### config.mk
export PLATFORM = sky130hd
export DESIGN_NAME = lap_load_ctl
export DESIGN_NICKNAME = d
export VERILOG_FILES = /design/src/rtl/lap_load_ctl_pkg.sv /design/src/rtl/lap_load_wgen.sv /design/src/rtl/lap_load_ctl.sv
export SDC_FILE = /design/constraint.sdc
export NUM_CORES = 1
export LEC_CHECK = 0
export BUFFER_PORTS_ARGS = -buffer_cell sky130_fd_sc_hd__clkbuf_2
export CAP_MARGIN = 20
export CORE_ASPECT_RATIO = 1.1
export CORE_MARGIN = 2
export CORE_UTILIZATION = 48
export DETAILED_ROUTE_END_ITERATION = 6
export GPL_ROUTABILITY_DRIVEN = 0
export PLACE_DENSITY = 0.75
export SLEW_MARGIN = 10
export SYNTH_ARGS = -nofsm -noshare
export SYNTH_HDL_FRONTEND = slang
export SYNTH_HIERARCHICAL = 1
export SYNTH_SLANG_ARGS = --single-unit
### constraint.sdc
create_clock -name clk -period 2.15 [get_ports clk]
set_clock_uncertainty 0.2 [all_clocks]
set_input_delay 0.1075 -clock clk [delete_from_list [all_inputs] [get_ports clk]]
set_output_delay 0.1075 -clock clk [all_outputs]
set_load 0.01 [all_outputs]
### src/rtl/lap_load_ctl_pkg.sv
// lap_load_ctl_pkg: shared types and widths for the LAP cache load sequencer.
package lap_load_ctl_pkg;

    function automatic int imax(input int a, input int b);
        return a > b ? a : b;
    endfunction

    localparam int LAP_N           = 4;
    localparam int LAP_SA_ALUWIDTH = 16;
    localparam int LAP_COL_ADR_W   = 6;
    localparam int LAP_ROW_ADR_W   = 6;
    localparam int LAP_PAR_ADR_W   = 8;
    localparam int LAP_LOAD_ADR_W  = imax(imax(LAP_COL_ADR_W, LAP_ROW_ADR_W), LAP_PAR_ADR_W);
    // One extra bit so a full bank (2^ADR_W words) can be described.
    localparam int LAP_LOAD_LEN_W  = LAP_LOAD_ADR_W + 1;

    typedef enum logic [1:0] {COL, ROW, PART, ILL} load_tgt_t;

    typedef struct packed {
        load_tgt_t                   tgt;
        logic [$clog2(LAP_N)-1:0]    bank;
        logic [LAP_LOAD_ADR_W-1:0]   adr;
        logic [LAP_LOAD_LEN_W-1:0]   len;
    } load_desc_t;

    typedef enum logic [1:0] {IDLE, QUIESCE, LOAD, DONE} load_state_t;

endpackage

### src/rtl/lap_load_wgen.sv
// lap_load_wgen: latched descriptor, address/count tracking and registered bank write strobes.
module lap_load_wgen
    import lap_load_ctl_pkg::*;
#(
    parameter int N      = LAP_N,
    parameter int ADR_W  = LAP_LOAD_ADR_W,
    parameter int DATA_W = 32,
    parameter int LEN_W  = LAP_LOAD_LEN_W
) (
    input  logic                 clk,
    input  logic                 reset,
    input  logic                 ld,
    input  logic [1:0]           desc_tgt,
    input  logic [$clog2(N)-1:0] desc_bank,
    input  logic [ADR_W-1:0]     desc_adr,
    input  logic [LEN_W-1:0]     desc_len,
    input  logic                 bcast,
    input  logic                 hs,
    input  logic [DATA_W-1:0]    dat,
    output logic [N-1:0]         col_wen,
    output logic [N-1:0]         row_wen,
    output logic [N-1:0]         par_wen,
    output logic [ADR_W-1:0]     wadr,
    output logic [DATA_W-1:0]    wdata,
    output logic                 last
);

    load_tgt_t        tgt;
    logic [N-1:0]     mask;
    logic [ADR_W-1:0] adr;
    logic [LEN_W-1:0] cnt;

    assign last = cnt == LEN_W'(1);

    always_ff @(posedge clk) begin
        if (!reset) begin
            tgt     <= COL;
            mask    <= '0;
            adr     <= '0;
            cnt     <= '0;
            col_wen <= '0;
            row_wen <= '0;
            par_wen <= '0;
            wadr    <= '0;
            wdata   <= '0;
        end else begin
            col_wen <= (hs && tgt == COL)  ? mask : '0;
            row_wen <= (hs && tgt == ROW)  ? mask : '0;
            par_wen <= (hs && tgt == PART) ? mask : '0;
            if (ld) begin
                tgt  <= load_tgt_t'(desc_tgt);
                mask <= bcast ? '1 : N'(1) << desc_bank;
                adr  <= desc_adr;
                cnt  <= desc_len;
            end else if (hs) begin
                adr   <= adr + ADR_W'(1);
                cnt   <= cnt - LEN_W'(1);
                wadr  <= adr;
                wdata <= dat;
            end
        end
    end

endmodule

### src/rtl/lap_load_ctl.sv
// lap_load_ctl: host cache load sequencer; quiesces the SA, then streams words into col/row/partial banks.
// Optional broadcast to all banks of a type when LAP_LOAD_BCAST_EN is defined.
module lap_load_ctl
    import lap_load_ctl_pkg::*;
#(
    parameter int N      = LAP_N,
    parameter int ADR_W  = LAP_LOAD_ADR_W,
    parameter int DATA_W = 32,
    parameter int LEN_W  = LAP_LOAD_LEN_W
) (
    input  logic                 clk,
    input  logic                 reset,
    input  logic                 desc_valid,
    output logic                 desc_ready,
    input  logic [1:0]           desc_tgt,
    input  logic [$clog2(N)-1:0] desc_bank,
    input  logic [ADR_W-1:0]     desc_adr,
    input  logic [LEN_W-1:0]     desc_len,
`ifdef LAP_LOAD_BCAST_EN
    input  logic                 desc_bcast,
`endif
    input  logic                 dat_valid,
    output logic                 dat_ready,
    input  logic [DATA_W-1:0]    dat,
    output logic                 sa_hold,
    input  logic                 sa_busy,
    output logic [N-1:0]         col_wen,
    output logic [N-1:0]         row_wen,
    output logic [N-1:0]         par_wen,
    output logic [ADR_W-1:0]     wadr,
    output logic [DATA_W-1:0]    wdata,
    output logic                 done,
    output logic                 err
);

    load_state_t state;
    logic        ld, hs, bad, last, bcast;

    assign ld  = desc_valid & desc_ready;
    assign hs  = dat_valid & dat_ready;
    assign bad = desc_tgt == 2'd3 || desc_len == '0;
`ifdef LAP_LOAD_BCAST_EN
    assign bcast = desc_bcast;
`else
    assign bcast = 1'b0;
`endif

    always_ff @(posedge clk) begin
        if (!reset) begin
            state      <= IDLE;
            desc_ready <= 1'b1;
            dat_ready  <= 1'b0;
            sa_hold    <= 1'b0;
            done       <= 1'b0;
            err        <= 1'b0;
        end else begin
            done <= 1'b0;
            err  <= 1'b0;
            case (state)
                IDLE: if (ld) begin
                    if (bad) begin
                        err <= 1'b1;
                    end else begin
                        state      <= QUIESCE;
                        desc_ready <= 1'b0;
                        sa_hold    <= 1'b1;
                    end
                end
                QUIESCE: if (!sa_busy) begin
                    state     <= LOAD;
                    dat_ready <= 1'b1;
                end
                LOAD: if (hs && last) begin
                    state     <= DONE;
                    dat_ready <= 1'b0;
                    done      <= 1'b1;
                end
                default: begin
                    state      <= IDLE;
                    sa_hold    <= 1'b0;
                    desc_ready <= 1'b1;
                end
            endcase
        end
    end

    lap_load_wgen #(.N(N), .ADR_W(ADR_W), .DATA_W(DATA_W), .LEN_W(LEN_W)) u_wgen (
        .clk       (clk),
        .reset     (reset),
        .ld        (ld),
        .desc_tgt  (desc_tgt),
        .desc_bank (desc_bank),
        .desc_adr  (desc_adr),
        .desc_len  (desc_len),
        .bcast     (bcast),
        .hs        (hs),
        .dat       (dat),
        .col_wen   (col_wen),
        .row_wen   (row_wen),
        .par_wen   (par_wen),
        .wadr      (wadr),
        .wdata     (wdata),
        .last      (last)
    );

endmodule

==> flow_metrics.py, run 1 <==
metrics = {
    "layout": {
        "final_net_count": 622,
        "drive_gt1_frac": 0.258,
        "nFillCells": 542,
        "final_cell_count_no_fill": 648,
        "areaGrowthSynthToFinish_pct": 43.6,
        "fin_area_sq_um": 4820,
        "n_antenna_cell": 0,
    },
    "outcome": {
        "status": "completed",
    },
    "critical_path": {
        "crit_family": "buffers and inverters",
        "critical_path_arrival_ps": 2020,
        "cp_slowest_cell": "dlygate4sd3_1",
        "worstSetupPathType": "input port to flip-flop",
        "r2r_cells": 6,
        "required_ps": 2180,
        "path_max_fanout": 2,
        "crit_chain": "dlygate4sd3_1 > clkbuf_2 > nand2_1 > dlygate4sd3_1 > a21oi_1 > dlygate4sd3_1",
        "cp_slowest_stage_delay_ps": 550,
        "r2r_end": "state[1]",
        "crit_path_end_kind": "flip-flop",
        "cp_common_cell": "dlygate4sd3_1",
        "critPathBufInv": 4,
        "r2r_start": "u_wgen/cnt[4]",
        "r2r_slack_ps": 190,
        "startpoint_type": "input port",
    },
    "timing": {
        "finalHoldViolCount": 0,
        "worst_pin_slew_ps": 490,
        "timing.hold.ws_ps": 36.1,
        "fmax_mhz": 502,
        "tns_ps": 0,
        "period_share": 0.927,
        "finalWorstSetupSlack_ps": 156,
        "max_slew_margin": 0.670,
        "fin_crit_ps": 1990,
        "final_max_slew_viol_count": 0,
        "setup_violations": 0,
        "rsz0062_at_grt": "no",
    },
    "grt": {
        "grt_usage": 0.221,
        "first_global_vias": 3151,
        "grt_remaining_overflow": 0,
        "grt_pass1_wl_mm": 13.8,
        "antenna_found_initial": 0,
        "grt_max_degree": 42,
    },
    "clocking": {
        "clk_pin_slew_worst_paths_ps": 70,
        "clockBufferDepth": 2,
        "cts_tree": "built",
        "insertion_delay_ps": 350,
        "clkSinkCount": 82,
        "cts-root-buf": "clkbuf_8",
        "post_cts_resized": 0,
        "cts_max_level": 3,
        "numCtsBuffers": 9,
    },
    "placed_design": {
        "place_hpwl_mm": 5.29,
        "port_buffers": 114,
        "post_dp_cell_area_sq_um": 4050,
        "place_ws_ps": 220,
        "place_inst": 574,
    },
    "logic_synthesis": {
        "synth_ff_type": "dfxtp_1",
        "syn_area_sq_um": 3360,
        "yosys_warnings": 6,
        "yosys_register_bits": 82,
        "avgSynthCellArea_sq_um": 8.73,
        "ys_types": 43,
        "synth_edf_count": 0,
        "seq_area_frac_synth": 0.488,
        "synthArstFlopShare": 0,
        "synthCells": 385,
    },
    "routing": {
        "drt_pre_antenna_iters": 4,
        "drcViolationCount": 0,
        "routedWlPerCell_microns": 13.1,
        "wl_met3_microns": 413,
        "ant_nets": 0,
        "top_layer": "met4",
        "wl_met1_mm": 3.71,
        "drt_iter0_markers": 112,
        "vias": 3219,
        "wl_met2_mm": 4.23,
        "post_drt_via_cell_ratio": 4.97,
        "wirelength_mm": 8.49,
    },
    "job": {
        "drv_cap": 0,
    },
    "floorplanning": {
        "initial_core_util": 0.488,
        "core_sq_um": 6890,
        "io_pins": 115,
        "dieArea_sq_um": 7690,
        "die_w_microns": 83.8,
        "fp-row-count": 32,
        "die_h_microns": 91.8,
    },
    "power_and_ir_drop": {
        "cellPowerDensity_nw_per_um2": 815,
        "peakVddDrop_v": 0.000711,
        "total_leakage_power_nw": 2.09,
    },
    "hold_path": {
        "holdPathStages": 5,
        "hold_path_startpoint": "sa_busy",
        "hp-class": "input port to flip-flop",
        "holdPathEnd": "dat_ready",
    },
}
-- area by class of cell --
type | instances | area [sq um] | area share
flip-flops and latches | 82 | 1640 | 0.340
well taps | 85 | 106 | 0.0220
inverters | 9 | 33.8 | 0.00700
repair buffers | 181 | 1230 | 0.255
multi-input cells | 275 | 1620 | 0.335
clock buffers | 10 | 128 | 0.0265
clock inverters | 6 | 67.6 | 0.0140
-- flip-flops by register name, indices dropped and copies added (netlist names) --
signal          flops
u_wgen/wdata       32
u_wgen/wadr         8
u_wgen/row_wen      4
u_wgen/cnt          9
u_wgen/adr          8
sa_hold             1
u_wgen/col_wen      4
u_wgen/mask         4
dat_ready           1
err                 1
done                1
u_wgen/tgt          2
desc_ready          1
state               2
u_wgen/par_wen      4
-- cell usage in the layout (no fill, tap or decap), drive strengths merged, types with 3 or more instances in the layout --
cell,Yosys,final
o31ai,3,3
or4,3,3
nand4,4,4
nor2b,4,4
buf,3,9
dfxtp,82,82
clkbuf,19,124
and2,19,19
dlygate4sd3,0,58
nand3,9,9
nor3b,3,3
nor2,3,3
clkinv,0,3
xnor2,5,5
conb,1,4
a21oi,18,18
nor3,4,4
ha,6,6
nand2,94,94
inv,9,9
a31oi,3,3
mux2i,4,4
a21boi,42,42
xor2,3,3
nand2b,6,6
o21ai,19,19
-- Yosys cell counts, drive strengths merged, types with 4 or more instances --
| cell type | number | area [sq um] |
|---|---|---|
| nand4 | 4 | 31.3 |
| clkbuf | 19 | 71.3 |
| dfxtp | 82 | 1640 |
| inv | 9 | 33.8 |
| nand2b | 6 | 37.5 |
| a21boi | 42 | 315 |
| ha | 6 | 75.1 |
| and2 | 19 | 119 |
| xnor2 | 5 | 43.8 |
| nor2b | 4 | 25.0 |
| o21ai | 19 | 95.1 |
| nand3 | 9 | 50.1 |
| mux2i | 4 | 40.0 |
| a21oi | 18 | 90.1 |
| nor3 | 4 | 20.0 |
| nand2 | 94 | 353 |
-- timing repair --
action                                 in CTS  in global routing
endpoints found under the hold margin      60                  0
hold buffers                               58                  0
setup buffers                               0                  0
-- stage by stage --
step	util	power (mW)
finish	0.701	3.93
global route	0.701	4.17
CTS	0.701	3.96
detailed placement	0.588	2.79
global placement	0.588	2.75
floorplan	-	2.46
-- metal layers --
layer	track usage	up-vias
met2	0.399	95
li1	-	1644
met5	0	-
met4	0.0927	0
met1	0.255	1469
met3	0.0414	11
-- worst register-to-register path: cells and delay by family (launching register included) --
family,cells,cell delay [ps]
DFF,1,360
AOI/OAI and AO/OA,1,180
and+or+nand+nor,4,990
muxes,1,120
-- cell families after synthesis --
logic type	Yosys count	synth area share
DFF	82	0.488
muxes	4	0.0119
AOI/OAI and AO/OA	95	0.188
other	1	0.00112
and+or+nand+nor	158	0.233
adders and majority gates	6	0.0223
buffers and inverters	31	0.0346
xor gates and xnor gates	8	0.0208
-- report_power, final --
part	total [mW]	internal, mW	switching (mW)
registers	1.83	1.70	0.137
logic	1.02	0.482	0.538
clock network	1.08	0.538	0.543
total	3.93	2.72	1.22
-- how the worst max path moves through the flow --
stage                        from             to  cells past startpoint
floorplan               dat_ready  u_wgen/cnt[7]                      4
global placement    u_wgen/cnt[4]       state[1]                      6
detailed placement  u_wgen/cnt[4]       state[1]                      6
CTS                 u_wgen/cnt[4]       state[1]                      6
global route        u_wgen/cnt[4]       state[1]                      6
finish                desc_tgt[0]            err                      6
Power figures use the tool's default switching activity.
==> run 2: changes to the inputs <==
--- a/config.mk
+++ b/config.mk
@@ -5,6 +5,7 @@
 export SDC_FILE = /design/constraint.sdc
 export NUM_CORES = 1
 export LEC_CHECK = 0
+export ABC_AREA = 1
 export BUFFER_PORTS_ARGS = -buffer_cell sky130_fd_sc_hd__clkbuf_2
 export CAP_MARGIN = 20
 export CORE_ASPECT_RATIO = 1.1
==> flow_metrics.py, run 2 <==
metrics = {
    "power_and_ir_drop": {
        "total_leakage_power_nw": 2.30,
        "cellPowerDensity_nw_per_um2": 886,
        "peakVddDrop_v": 0.000651,
        "finalPower_mw": 4.27,
        "power_frac_clock": 0.294,
        "swShare": 0.326,
        "intPower_mw": 2.88,
        "p_switching_mw": 1.39,
        "power_frac_seq": 0.430,
        "p_comb_frac": 0.276,
    },
    "routing": {
        "drt_iter0_markers": 185,
        "drcViolationCount": 0,
        "routedWlPerCell_microns": 13.3,
        "vias": 3538,
        "drt_pre_antenna_iters": 5,
        "wirelength_mm": 9.41,
        "post_drt_via_cell_ratio": 5.01,
        "ant_nets": 0,
    },
    "timing": {
        "finalWorstSetupSlack_ps": 124,
        "rsz0062_at_grt": "no",
        "tns_ps": 0,
        "setup_violations": 0,
        "finalHoldViolCount": 0,
        "fmax_mhz": 494,
        "period_share": 0.942,
        "final_max_slew_viol_count": 0,
        "fin_crit_ps": 2030,
    },
    "layout": {
        "nFillCells": 526,
        "drive_gt1_frac": 0.240,
        "areaGrowthSynthToFinish_pct": 44.4,
        "regMostFlops": "u_wgen/wdata",
        "reg.largest.list": "u_wgen/wdata x32, u_wgen/cnt x9",
        "final_net_count": 683,
        "largest_reg_flops": 32,
        "layout_commonest_cell": "nor2_1",
        "final_cell_mix": "nor2_1 (116), clkbuf_2 (114), dfxtp_1 (82)",
        "n_antenna_cell": 0,
    },
    "logic_synthesis": {
        "synthAdderAreaFrac": 0.0225,
        "syn_nets": 509,
        "syn_area_sq_um": 3340,
        "synthArstFlopShare": 0,
        "synth_top_family_by_area": "simple AND/OR/NAND/NOR gates",
        "synthCells": 445,
        "yosysMostFrequentCell": "nor2_1",
        "synth_edf_count": 0,
        "yosys_warnings": 6,
        "synth-compound-area-share": 0.146,
        "synth_ff_type": "dfxtp_1",
        "avgSynthCellArea_sq_um": 7.50,
        "netlist_top_cells_count": "nor2_1 (116), dfxtp_1 (82), nand2_1 (60)",
        "ys_types": 30,
        "synthXorXnorAreaFrac": 0.00262,
        "synth_area_leader_cell": "dfxtp_1",
        "synthSimpleGateAreaFrac": 0.254,
        "muxShareOfSynthArea": 0,
        "yosys-top-cells-area": "dfxtp_1 (49%), nor2_1 (13%), o21ai_0 (7.5%), nand2_1 (6.7%), inv_1 (4.4%)",
        "seq_area_frac_synth": 0.492,
        "yosysTopAreaCellShare": 0.492,
        "yosys_register_bits": 82,
    },
    "clocking": {
        "clkSinkCount": 82,
        "cts-root-buf": "clkbuf_8",
        "clockBufferDepth": 2,
        "numCtsBuffers": 9,
        "clk_pin_slew_worst_paths_ps": 90,
        "cts_tree": "built",
        "insertion_delay_ps": 350,
        "cts_max_level": 3,
    },
    "hold_path": {
        "hold_path_startpoint": "sa_hold",
        "holdPathEnd": "sa_hold",
        "hp-class": "flip-flop to flip-flop",
        "holdPathStages": 2,
    },
    "placed_design": {
        "place_hpwl_mm": 5.63,
        "place_ws_ps": 340,
        "port_buffers": 114,
    },
    "critical_path": {
        "r2r_cells": 7,
        "worstSetupPathType": "input port to flip-flop",
        "cp_slowest_stage_delay_ps": 570,
        "r2r_slack_ps": 180,
        "startpoint_type": "input port",
        "cp_common_cell": "dlygate4sd3_1",
        "crit_chain": "dlygate4sd3_1 > clkbuf_2 > nand2_1 > dlygate4sd3_1 > a21oi_1 > dlygate4sd3_1",
        "cp_slowest_cell": "dlygate4sd3_1",
        "critical_path_arrival_ps": 2130,
        "r2r_end": "u_wgen/wdata[10]",
        "crit_path_end_kind": "flip-flop",
        "r2r_start": "dat_ready",
        "path_max_fanout": 2,
        "required_ps": 2250,
    },
    "grt": {
        "grt_max_degree": 46,
        "antenna_found_initial": 0,
        "grt_pass1_wl_mm": 15.6,
        "first_global_vias": 3487,
        "grt_remaining_overflow": 0,
        "grt_usage": 0.247,
    },
    "floorplanning": {
        "die_w_microns": 83.5,
        "initial_core_util": 0.500,
        "io_pins": 115,
        "fp-row-count": 31,
        "die_h_microns": 91.5,
        "dieArea_sq_um": 7640,
        "core_sq_um": 6670,
    },
    "job": {
        "drv_cap": 0,
    },
    "outcome": {
        "status": "completed",
    },
}
==> run 2: metal layers <==
| layer | global-route usage | vias to the layer above | part of all wire |
|---|---|---|---|
| met1 | 0.295 | 1595 | 0.42 |
| li1 | - | 1781 | - |
| met2 | 0.435 | 136 | 0.50 |
| met3 | 0.0445 | 26 | 0.052 |
| met4 | 0.103 | 0 | 0.029 |
| met5 | 0 | - | 0 |
==> run 2: layout make-up <==
cell class / count / area (sq um) / share of cell area
inverter: 42 / 160 / 0.0332
timing repair buffer: 183 / 1270 / 0.263
clock buffer: 9 / 124 / 0.0257
tap: 82 / 103 / 0.0213
clock inverter: 7 / 100 / 0.0208
multi-input combinational: 301 / 1420 / 0.295
sequential: 82 / 1640 / 0.341
==> run 2: power groups by stage <==
stage | logic (mW) | clock network, mW | registers, mW
after global placement | 1.03 | 0 | 1.86
after CTS | 1.15 | 1.27 | 1.83
after global routing | 1.33 | 1.34 | 1.86
after detailed placement | 1.05 | 0 | 1.87
after floorplan | 0.688 | 0 | 1.90
final | 1.18 | 1.25 | 1.84
==> run 2: what timing repair did <==
action                                  in CTS  in global routing
hold buffers                                61                  0
endpoints found under the setup margin       0                  1
hold endpoints to repair                    60                  0
buffers inserted                             0                  2
resized for setup                            0                  2
==> run 2: cell families (layout without fill, tap and decap cells) <==
kind of cell | count (synthesis) | after routing
DFF | 82 | 82
and+or+nand+nor | 208 | 208
adders and majority gates | 6 | 6
AOI/OAI and AO/OA | 85 | 85
other | 1 | 1
buffers and inverters | 62 | 241
xor gates and xnor gates | 1 | 1
==> run 2: worst max-delay path by stage <==
| stage | slack, ps | depth (start not counted) | endpoint | start |
|---|---|---|---|---|
| after global placement | 410 | 9 | dat_ready | u_wgen/cnt[4] |
| after CTS | 130 | 10 | u_wgen/wdata[10] | desc_valid |
| after global routing | 20 | 6 | err | desc_tgt[1] |
| final | 120 | 6 | err | desc_tgt[1] |
| after detailed placement | 340 | 9 | dat_ready | u_wgen/cnt[4] |
| after floorplan | 500 | 9 | dat_ready | u_wgen/cnt[4] |
==> run 2: critical path: cells and delay by family <==
kind                   cells  cell delay (ps)
and+or+nand+nor            1               80
AOI/OAI and AO/OA          1              140
buffers and inverters      4             1800
==> run 2: stage by stage <==
step	area (sq um)	utilization	instances	hold WS, ps
2_1_floorplan	3340	-	445	28.1
3_3_place_gp	3970	0.595	627	157
4_1_cts	4800	0.720	704	261
5_1_grt	4820	0.722	706	284
3_5_place_dp	3970	0.595	627	168
6_report	4820	0.722	706	259
